## src/rtl/mem_load_pkg.sv

```systemverilog
// mem_load_pkg: opcodes, widths and state encoding shared by the load sequencer
package mem_load_pkg;
   localparam int ADDR_W = 9;
   localparam int DATA_W = 16;
   localparam logic [2:0] OP_LOAD_I1  = 3'd0;
   localparam logic [2:0] OP_LOAD_I2  = 3'd1;
   localparam logic [2:0] OP_LOAD_D   = 3'd2;
   localparam logic [2:0] OP_RUN      = 3'd3;
   localparam logic [2:0] OP_READBACK = 3'd4;
   typedef enum logic [3:0] {
      S_IDLE, S_LD_SEL, S_LD_WAIT, S_LD_SETUP, S_LD_PULSE, S_LD_HOLD, S_RUN,
      S_RB_ADDR, S_RB_SETUP, S_RB_WAIT, S_RB_OUT, S_RB_HOLD
   } state_t;
   function automatic logic is_load(input logic [2:0] op);
      return op <= OP_LOAD_D;
   endfunction
endpackage

```

## src/rtl/strobe_timer.sv

```systemverilog
// strobe_timer: loadable down-counter; done is high during the last of the loaded cycles
module strobe_timer #(
   parameter int W = 17
) (
   input  logic         clock,
   input  logic         rst_n,
   input  logic         load,
   input  logic [W-1:0] load_val,
   output logic         done
);
   logic [W-1:0] cnt;
   always_ff @(posedge clock or negedge rst_n)
      if (!rst_n) cnt <= '0;
      else if (load) cnt <= load_val;
      else if (cnt != '0) cnt <= cnt - W'(1);
   assign done = cnt == W'(1);
endmodule

```

## src/rtl/mem_load_sequencer.sv

```systemverilog
// mem_load_sequencer: framed-stream driven IRAM/DRAM load, timed run and DRAM readback for top_control_2
// Optional MEM_LOAD_CHECKSUM_EN adds load_sum, the 16-bit sum of the current/last load payload.
module mem_load_sequencer
   import mem_load_pkg::*;
#(
   parameter int LOAD_BASE  = 1,
   parameter int SETUP_CYC  = 2,
   parameter int PULSE_CYC  = 4,
   parameter int HOLD_CYC   = 4,
   parameter int RD_LAT_CYC = 5,
   parameter int RUN_CYCLES = 120000
) (
   input  logic              clock,
   input  logic              rst_n,
   input  logic [DATA_W-1:0] in_data,
   input  logic              in_valid,
   output logic              in_ready,
   output logic [DATA_W-1:0] out_data,
   output logic              out_valid,
   input  logic              out_ready,
   output logic [ADDR_W-1:0] addr_ext,
   output logic [DATA_W-1:0] Data_in_ins,
   output logic [DATA_W-1:0] Data_in_dram,
   output logic              iram_write_ext_1,
   output logic              iram_write_ext_2,
   output logic              dram_write_ext,
   output logic              read_en_ext,
   input  logic [DATA_W-1:0] dram_in_1,
   output logic              start,
   output logic              start_2,
   output logic              start_3,
   output logic              start_4,
   output logic              busy,
   output logic              err
`ifdef MEM_LOAD_CHECKSUM_EN
   ,
   output logic [DATA_W-1:0] load_sum
`endif
);
   localparam int TW = $clog2(RUN_CYCLES + 1);
   state_t            st, nx;
   logic [2:0]        op;
   logic [ADDR_W-1:0] cnt;
   logic              tmr_ld, tmr_done;
   logic [TW-1:0]     tmr_val;
   logic              hs, last, ld_st;
   logic [2:0]        hdr_op;

   assign hdr_op = in_data[15:13];
   assign hs     = in_valid && in_ready;
   assign last   = cnt == ADDR_W'(1);
   assign ld_st  = st inside {S_LD_SEL, S_LD_WAIT, S_LD_SETUP, S_LD_PULSE, S_LD_HOLD};

   // in_ready is gated by reset so every output reads 0 while rst_n is low
   assign in_ready         = rst_n && (st inside {S_IDLE, S_LD_WAIT, S_RB_ADDR});
   assign busy             = st != S_IDLE;
   assign start            = st == S_RUN;
   assign start_2          = ld_st && op != OP_LOAD_D;
   assign start_3          = ld_st && op == OP_LOAD_D;
   assign start_4          = st inside {S_RB_ADDR, S_RB_SETUP, S_RB_WAIT, S_RB_OUT, S_RB_HOLD};
   assign iram_write_ext_1 = st == S_LD_PULSE && op == OP_LOAD_I1;
   assign iram_write_ext_2 = st == S_LD_PULSE && op == OP_LOAD_I2;
   assign dram_write_ext   = st == S_LD_PULSE && op == OP_LOAD_D;
   assign read_en_ext      = st inside {S_RB_WAIT, S_RB_OUT};
   assign out_valid        = st == S_RB_OUT;

   strobe_timer #(.W(TW)) u_tmr (
      .clock   (clock),
      .rst_n   (rst_n),
      .load    (tmr_ld),
      .load_val(tmr_val),
      .done    (tmr_done)
   );

   always_comb begin
      nx      = st;
      tmr_ld  = 1'b0;
      tmr_val = TW'(SETUP_CYC);
      case (st)
         S_IDLE:
            if (in_valid) begin
               if (is_load(hdr_op)) nx = in_data[ADDR_W-1:0] == '0 ? S_LD_SEL : S_LD_WAIT;
               else if (hdr_op == OP_RUN) begin
                  nx      = S_RUN;
                  tmr_ld  = 1'b1;
                  tmr_val = TW'(RUN_CYCLES);
               end else if (hdr_op == OP_READBACK) nx = S_RB_ADDR;
            end
         S_LD_SEL: nx = S_IDLE;
         S_LD_WAIT:
            if (in_valid) begin
               nx     = S_LD_SETUP;
               tmr_ld = 1'b1;
            end
         S_LD_SETUP:
            if (tmr_done) begin
               nx      = S_LD_PULSE;
               tmr_ld  = 1'b1;
               tmr_val = TW'(PULSE_CYC);
            end
         S_LD_PULSE:
            if (tmr_done) begin
               nx      = S_LD_HOLD;
               tmr_ld  = 1'b1;
               tmr_val = TW'(HOLD_CYC);
            end
         S_LD_HOLD: if (tmr_done) nx = last ? S_IDLE : S_LD_WAIT;
         S_RUN: if (tmr_done) nx = S_IDLE;
         S_RB_ADDR:
            if (in_valid) begin
               nx     = cnt == '0 ? S_IDLE : S_RB_SETUP;
               tmr_ld = 1'b1;
            end
         S_RB_SETUP:
            if (tmr_done) begin
               nx      = S_RB_WAIT;
               tmr_ld  = 1'b1;
               tmr_val = TW'(RD_LAT_CYC);
            end
         S_RB_WAIT: if (tmr_done) nx = S_RB_OUT;
         S_RB_OUT:
            if (out_ready) begin
               nx      = S_RB_HOLD;
               tmr_ld  = 1'b1;
               tmr_val = TW'(HOLD_CYC);
            end
         S_RB_HOLD:
            if (tmr_done) begin
               nx     = last ? S_IDLE : S_RB_SETUP;
               tmr_ld = !last;
            end
         default: nx = S_IDLE;
      endcase
   end

   always_ff @(posedge clock or negedge rst_n)
      if (!rst_n) begin
         st           <= S_IDLE;
         op           <= '0;
         cnt          <= '0;
         addr_ext     <= '0;
         Data_in_ins  <= '0;
         Data_in_dram <= '0;
         out_data     <= '0;
         err          <= 1'b0;
      end else begin
         st <= nx;
         if (st == S_IDLE && hs) begin
            op  <= hdr_op;
            cnt <= in_data[ADDR_W-1:0];
            if (is_load(hdr_op)) addr_ext <= ADDR_W'(LOAD_BASE);
            if (hdr_op > OP_READBACK) err <= 1'b1;
         end
         if (st == S_LD_WAIT && hs) begin
            if (op == OP_LOAD_D) Data_in_dram <= in_data;
            else Data_in_ins <= in_data;
         end
         if (st == S_RB_ADDR && hs) addr_ext <= in_data[ADDR_W-1:0];
         if ((st == S_LD_HOLD || st == S_RB_HOLD) && tmr_done) begin
            addr_ext <= addr_ext + ADDR_W'(1);
            cnt      <= cnt - ADDR_W'(1);
         end
         if (st == S_RB_WAIT && tmr_done) out_data <= dram_in_1;
      end

`ifdef MEM_LOAD_CHECKSUM_EN
   always_ff @(posedge clock or negedge rst_n)
      if (!rst_n) load_sum <= '0;
      else if (st == S_IDLE && hs && is_load(hdr_op)) load_sum <= '0;
      else if (st == S_LD_WAIT && hs) load_sum <= load_sum + in_data;
`endif
endmodule

```

## config.mk

```make
export PLATFORM = sky130hd
export DESIGN_NAME = mem_load_sequencer
export DESIGN_NICKNAME = d
export VERILOG_FILES = /design/src/rtl/mem_load_pkg.sv /design/src/rtl/strobe_timer.sv /design/src/rtl/mem_load_sequencer.sv
export SDC_FILE = /design/constraint.sdc
export NUM_CORES = 1
export LEC_CHECK = 0
export CAP_MARGIN = 20
export CELL_PAD_IN_SITES_DETAIL_PLACEMENT = 0
export CELL_PAD_IN_SITES_GLOBAL_PLACEMENT = 1
export CORE_MARGIN = 10
export CORE_UTILIZATION = 30
export CTS_BUF_LIST = sky130_fd_sc_hd__clkbuf_4
export CTS_CLUSTER_SIZE = 8
export DETAILED_ROUTE_END_ITERATION = 12
export MAX_ROUTING_LAYER = met4
export PLACE_DENSITY = 0.68
export SYNTH_ARGS = -nofsm -noshare
export SYNTH_HDL_FRONTEND = slang
export SYNTH_HIERARCHICAL = 1
export SYNTH_SLANG_ARGS = --single-unit
```

## constraint.sdc

```tcl
create_clock -name clock -period 3.44 [get_ports clock]
set_input_delay 0.688 -clock clock [delete_from_list [all_inputs] [get_ports clock]]
set_output_delay 0.688 -clock clock [all_outputs]
set_load 0.1 [all_outputs]
```

==> metrics.cfg, run 1 <==
[timing]
hold_violations = 0
report.final.slew_viol_count = 0
fin_worst_skew_ns = 0.0298
finalSetupViolCount = 0
period_needed_ns = 3.18
tns_ns = 0
fin_crit_sh = 0.924
tightestPinTransition_ns = 1.02
maxSlewHeadroom = 0.316
fmax_mhz = 315

[worst_setup_path]
worstSetupEndpointType = register
cp_cell_sequence = nor4_2 -> nand4_1 -> nor4b_2 -> buf_4 -> mux2i_1 -> o32a_1 -> o21ai_1 -> a211o_1 -> clkinvlp_4 -> buf_4 -> and3_2 -> a2111oi_1
r2r_cells = 12
arrival_ns = 3.52
regToRegSetupSlack_ns = 0.26
critical_path_class = register to register
path_buf_inv = 3
cp_data_required_time_ns = 3.79
slowest_stage = dfrtp_1
crit_cells = 12
crit_path_frequent_cell = buf_4
path_delay_family = simple AND/OR/NAND/NOR gates
max_stage_delay_ns = 0.46
path_max_fanout = 10
startpoint_type = register

[logic_synthesis]
synth.mux.area_fraction = 0.120
synth.distinct_cells = 65
yosys_register_bits = 91
async_flop_share = 1.00
synth.largest_area_cell = dfrtp_1
yosysWarnings = 6
yosysSeqAreaShare = 0.479
synth_compound_area_frac = 0.138
ys.flop_type = dfrtp_1
synth_top_area_frac = 0.479
synthAdderAreaFrac = 0.0158
synth_enable_flop_cells = 0
synthSimpleGateAreaFrac = 0.202
post_synth_inst_count = 467
syn-cell-area_mm2 = 0.00476
synth_most_common_cell = dfrtp_1
postSynthAreaPerCell_um2 = 10.2
synth_top_family_by_area = simple AND/OR/NAND/NOR gates
synth_xor_area_frac = 0.00921
synthTopCellsByArea = dfrtp_1 (48%), mux2_2 (11%), nand2_1 (3.9%)
ys_top_cells_by_count = dfrtp_1 (91), nand2_1 (49), mux2_2 (47), nor2_1 (39), o21ai_0 (24)

[drt]
viasPerCell = 5.08
dr_wl_met3_um = 1150
antenna_left = 0
firstDrtPassIters = 6
totalWireLength_um = 13900
drc = 0
dr.max_layer_used = met4
vias = 4057
wl_met1_um = 6420
drt-initial-drc-count = 309
post_drt_wl_per_cell_um = 17.5
dr_wl_met2_um = 6240

[placement]
gpl.final_weighted_congestion = 0.782
hpwl_um = 10300
portBuffers = 104

[floorplan]
start_util = 0.309
fp.dieW_um = 146
core_mm2 = 0.0154
ios = 105
die_h_um = 146
rows = 45
dieArea_mm2 = 0.0213

[global_routing]
grt_max_degree = 48
grt_overflow_total = 0
antenna_found_initial = 0
grt_pass1_vias = 4047
grt_pass1_wl_um = 22700
grt.total_usage = 0.135

[final_layout]
multi_input_comb_area_mm2 = 0.00237
syn_to_final_growth_pct = 30.2
layout-drive-gt1-share = 0.235
antenna_cells = 0
ff_latch_area_mm2 = 0.00228
num-fill-cells = 1562
nets = 624

[hold_path]
hold_path_depth = 1
hold_path_class = register to register

[clock_tree]
cts_made_buffers = 9
clock_latency_ns = 0.48
cts_root_buffer = clkbuf_4
cts.sinks = 91
cts_tree = built
clk_path_buf_depth = 2
clk_pin_slew_worst_paths_ns = 0.14
cts_max_level = 3

[status]
outcome = finished clean

[run]
drv_cap = 0

-- per-stage QoR --
step	setup WS, ns	util	area, um2	instances	hold slack, ns
after floorplan	-0.0260	-	4790	473	0.392
after global placement	0.195	0.391	6010	777	0.461
after detailed placement	0.0306	0.391	6010	777	0.461
after CTS	0.0351	0.399	6140	794	0.494
after global routing	-0.000858	0.403	6190	798	0.519
final	0.263	0.403	6190	798	0.488
-- flip-flops by register name, indices dropped and copies added (netlist names) --
register,flops
Data_in_dram,16
Data_in_ins,16
addr_ext,9
cnt,9
err,1
op,3
out_data,16
st,4
u_tmr/cnt,17
-- layout by cell type, fill, tap and decap left out, drive strengths merged, types with 10 or more instances in the layout --
master,Yosys,final
nand3,12,12
clkbuf,11,10
buf,13,51
nor3,17,17
nand2,49,49
a21oi,21,21
nor4,12,12
clkdlybuf4s50,0,70
o21ai,24,24
inv,15,15
dfrtp,91,91
mux2,47,47
nor2,40,40
-- what timing repair did --
action                                  in CTS  in global routing
setup buffers                                0                  4
gates resized for setup                      1                  7
hold buffers                                 1                  0
hold endpoints to repair                     5                  0
pin swaps                                    0                  1
endpoints found under the setup margin       1                 11
-- kinds of logic (layout without fill, tap and decap cells) --
group	after synthesis	after routing
flip-flops	91	91
other	1	7
buffers and inverters	39	153
XOR/XNOR	5	5
AO/OA/AOI/OAI	97	97
multiplexers	51	51
AND/OR/NAND/NOR	177	177
adder cells (fa/ha/maj)	6	6
-- final cells by class --
class | instances | share of cell area
inverters | 15 | 0.00970
well taps | 211 | 0.0426
repair buffers | 122 | 0.179
multi-input cells | 343 | 0.383
flip-flops and latches | 91 | 0.368
clock buffers | 10 | 0.0121
clock inverters | 6 | 0.00647
-- per-layer routing --
layer  up-vias  global-route usage
li1       1927                   -
met1      2007               0.174
met2       115               0.195
met3         8              0.0515
met4         0              0.0303
met5         -                   -
-- final timing paths --
kind,start,end
worst max-delay path,u_tmr/cnt[8]$_DFFE_PN0P_,u_tmr/cnt[5]$_DFFE_PN0P_
worst min-delay path,err$_DFFE_PN0P_,err$_DFFE_PN0P_
worst max register to register,u_tmr/cnt[8]$_DFFE_PN0P_,u_tmr/cnt[5]$_DFFE_PN0P_
worst min register to register,err$_DFFE_PN0P_,err$_DFFE_PN0P_
max in group asynchronous,rst_n,out_data[2]$_DFFE_PN0P_
min in group asynchronous,rst_n,st[3]$_DFFE_PN0P_
Power of run 1 is left out: the tool's default activity adds up to more than one toggle a clock period on the data nets, which glitch-free logic cannot reach.
==> run 2, diff against run 1 <==
HOLD_SLACK_MARGIN = 0.1   (was not set)
==> results of run 2 <==
No change in the layout: final DEF, timing and power equal those of run 1.
Power of run 2 is left out for the same reason.
==> run 3, diff against run 2 <==
CORE_MARGIN = not set   (was 10)
==> run 3 against run 2 <==
Net effect:
- non-clock buffer count down 3
- clock skew decreased by 0.011 ns
- routed wire length down 6.1%
- die area decreased by 23%
- worst setup slack better by 0.049 ns
- design area rose by 0.28%
- final cell count is 0.25% lower
- maximum frequency up 1.6%
- register-to-register slack improved by 0.05 ns
- sequential share of layout area decreased by 0.10 points
- core utilization is 0.26 points higher
- via count shrank 1.8%
- critical path type unchanged
- critical endpoint unchanged
- largest cell class unchanged
==> metrics.cfg, run 3 (synthesis gave the netlist of run 1 again) <==
[worst_setup_path]
worstSetupEndpointType = register
cp_data_required_time_ns = 3.79  ; about the same
critical_path_class = register to register
arrival_ns = 3.48  ; -0.04 ns
path_max_fanout = 12  ; +2
startpoint_type = register

[floorplan]
die_h_um = 128  ; -12%
rows = 45  ; unchanged
ios = 105  ; unchanged
fp.dieW_um = 128  ; -12%
dieArea_mm2 = 0.0164  ; -23%
core_mm2 = 0.0153  ; -0.37%
start_util = 0.311  ; +0.00114

[placement]
gpl.final_weighted_congestion = 0.831  ; +6.3%
portBuffers = 104  ; unchanged
dp_cells = 778  ; +0.13%
hpwl_um = 9520  ; -7.3%
pre_cts_slack_ns = 0.194  ; +0.163 ns

[timing]
tns_ns = 0  ; unchanged
tightestPinTransition_ns = 0.992  ; -0.0308 ns
period_needed_ns = 3.13  ; -0.0485 ns
setup_ws_ns = 0.312  ; +0.0485 ns
fin_crit_sh = 0.909  ; -0.0141
hold_violations = 0  ; unchanged
maxSlewHeadroom = 0.337  ; +0.0206
finalSetupViolCount = 0  ; unchanged
report.final.slew_viol_count = 0  ; unchanged
fmax_mhz = 320  ; +1.6%
fin_worst_skew_ns = 0.0193  ; -0.0106 ns

[drt]
vias = 3985  ; -1.8%
totalWireLength_um = 13100  ; -6.1%
antenna_left = 0  ; unchanged
drt-initial-drc-count = 159  ; -49%
viasPerCell = 5.01  ; -1.5%
firstDrtPassIters = 5  ; -1
drc = 0  ; unchanged
post_drt_wl_per_cell_um = 16.4  ; -5.9%

[global_routing]
grt.total_usage = 0.172  ; +0.0370
grt_max_degree = 58  ; +21%
grt_pass1_vias = 4100  ; +1.3%
antenna_found_initial = 1  ; +1
grt_overflow_total = 0  ; unchanged
grt_pass1_wl_um = 21500  ; -5.4%

[final_layout]
top_register = u_tmr/cnt
instances_no_fill = 796  ; -0.25%
layout-drive-gt1-share = 0.216  ; -0.0193
final_common_cell = dfrtp_1
syn_to_final_growth_pct = 30.5
largest_reg_flops = 17  ; unchanged
final_cell_mix = dfrtp_1 (91), clkdlybuf4s50_1 (78), nand2_1 (49)
nets = 621  ; -0.48%
num-fill-cells = 1594  ; +2.0%

[clock_tree]
cts_made_buffers = 9  ; unchanged
cts_max_level = 3  ; unchanged
clk_path_buf_depth = 2  ; unchanged
cts_tree = built
cts_root_buffer = clkbuf_4
clock_latency_ns = 0.47  ; about the same
clk_pin_slew_worst_paths_ns = 0.16  ; +0.02 ns
cts.sinks = 91  ; unchanged

[run]
drv_cap = 0  ; unchanged

[status]
outcome = finished clean

[hold_path]
hold_path_class = register to register

## run 3: cell count changes in the layout (fill, tap and decap cells not counted), sizes merged
cell and change:
clkbuf -1, buf -11, inv +4, diode +1, clkinv -1, bufinv +1, clkdlybuf4s50 +8, clkinvlp -3
## run 3: critical path, cell delays in order, from the launching register on
cell	delay [ns]
dfrtp_1	0.48
nor4_2	0.32
nand4_1	0.18
nor4b_1	0.29
buf_4	0.22
mux2i_1	0.08
o32a_1	0.31
o21ai_1	0.17
a211o_1	0.15
inv_1	0.16
nand2b_1	0.16
nor2_2	0.11
a2111oi_1	0.38
## run 3: final cells by class
cell class                      count  area [um2]  area share
Antenna cell                        1        2.50    0.000403
Tap cell                          211         264      0.0425
Clock inverter                      7        81.3      0.0131
Clock buffer                        9        67.6      0.0109
Inverter                           15        56.3     0.00907
Timing Repair Buffer              119        1100       0.178
Sequential cell                    91        2280       0.367
Multi-Input combinational cell    343        2360       0.380
## run 3: stage by stage
stage               utilization  hold WS (ns)  cell area (um2)
finish                    0.405         0.508             6210
global route              0.405         0.526             6210
CTS                       0.404         0.510             6190
detailed placement        0.394         0.474             6030
global placement          0.394         0.466             6030
floorplan                     -         0.392             4790
## run 3: repair_timing
item / in CTS / in global routing
resized for setup: 0 / 4
endpoints found under the setup margin: 0 / 4
hold buffers: 1 / 0
setup buffers: 0 / 0
endpoints found under the hold margin: 1 / 0
## run 3: path summary, 6_finish.rpt
kind	end	slack [ns]	cells after the start	from
max	u_tmr/cnt[5]$_DFFE_PN0P_	0.31	12	u_tmr/cnt[8]$_DFFE_PN0P_
min	Data_in_dram[0]$_DFFE_PN0P_	0.51	2	Data_in_dram[0]$_DFFE_PN0P_
max reg2reg	u_tmr/cnt[5]$_DFFE_PN0P_	0.31	12	u_tmr/cnt[8]$_DFFE_PN0P_
min reg2reg	Data_in_dram[0]$_DFFE_PN0P_	0.51	2	Data_in_dram[0]$_DFFE_PN0P_
max in group asynchronous	addr_ext[5]$_DFFE_PN0P_	1.49	4	rst_n
min in group asynchronous	st[3]$_DFFE_PN0P_	0.55	2	rst_n
## run 3: layer usage
metal	global-route usage	share of wire	wire length, um	vias to the layer above
met4	0.0588	0.017	229	0
met1	0.210	0.45	5840	1965
met5	-	0	0	-
met3	0.0330	0.034	448	17
met2	0.284	0.50	6570	73
li1	-	-	-	1930
Power of run 3 is left out for the same reason.
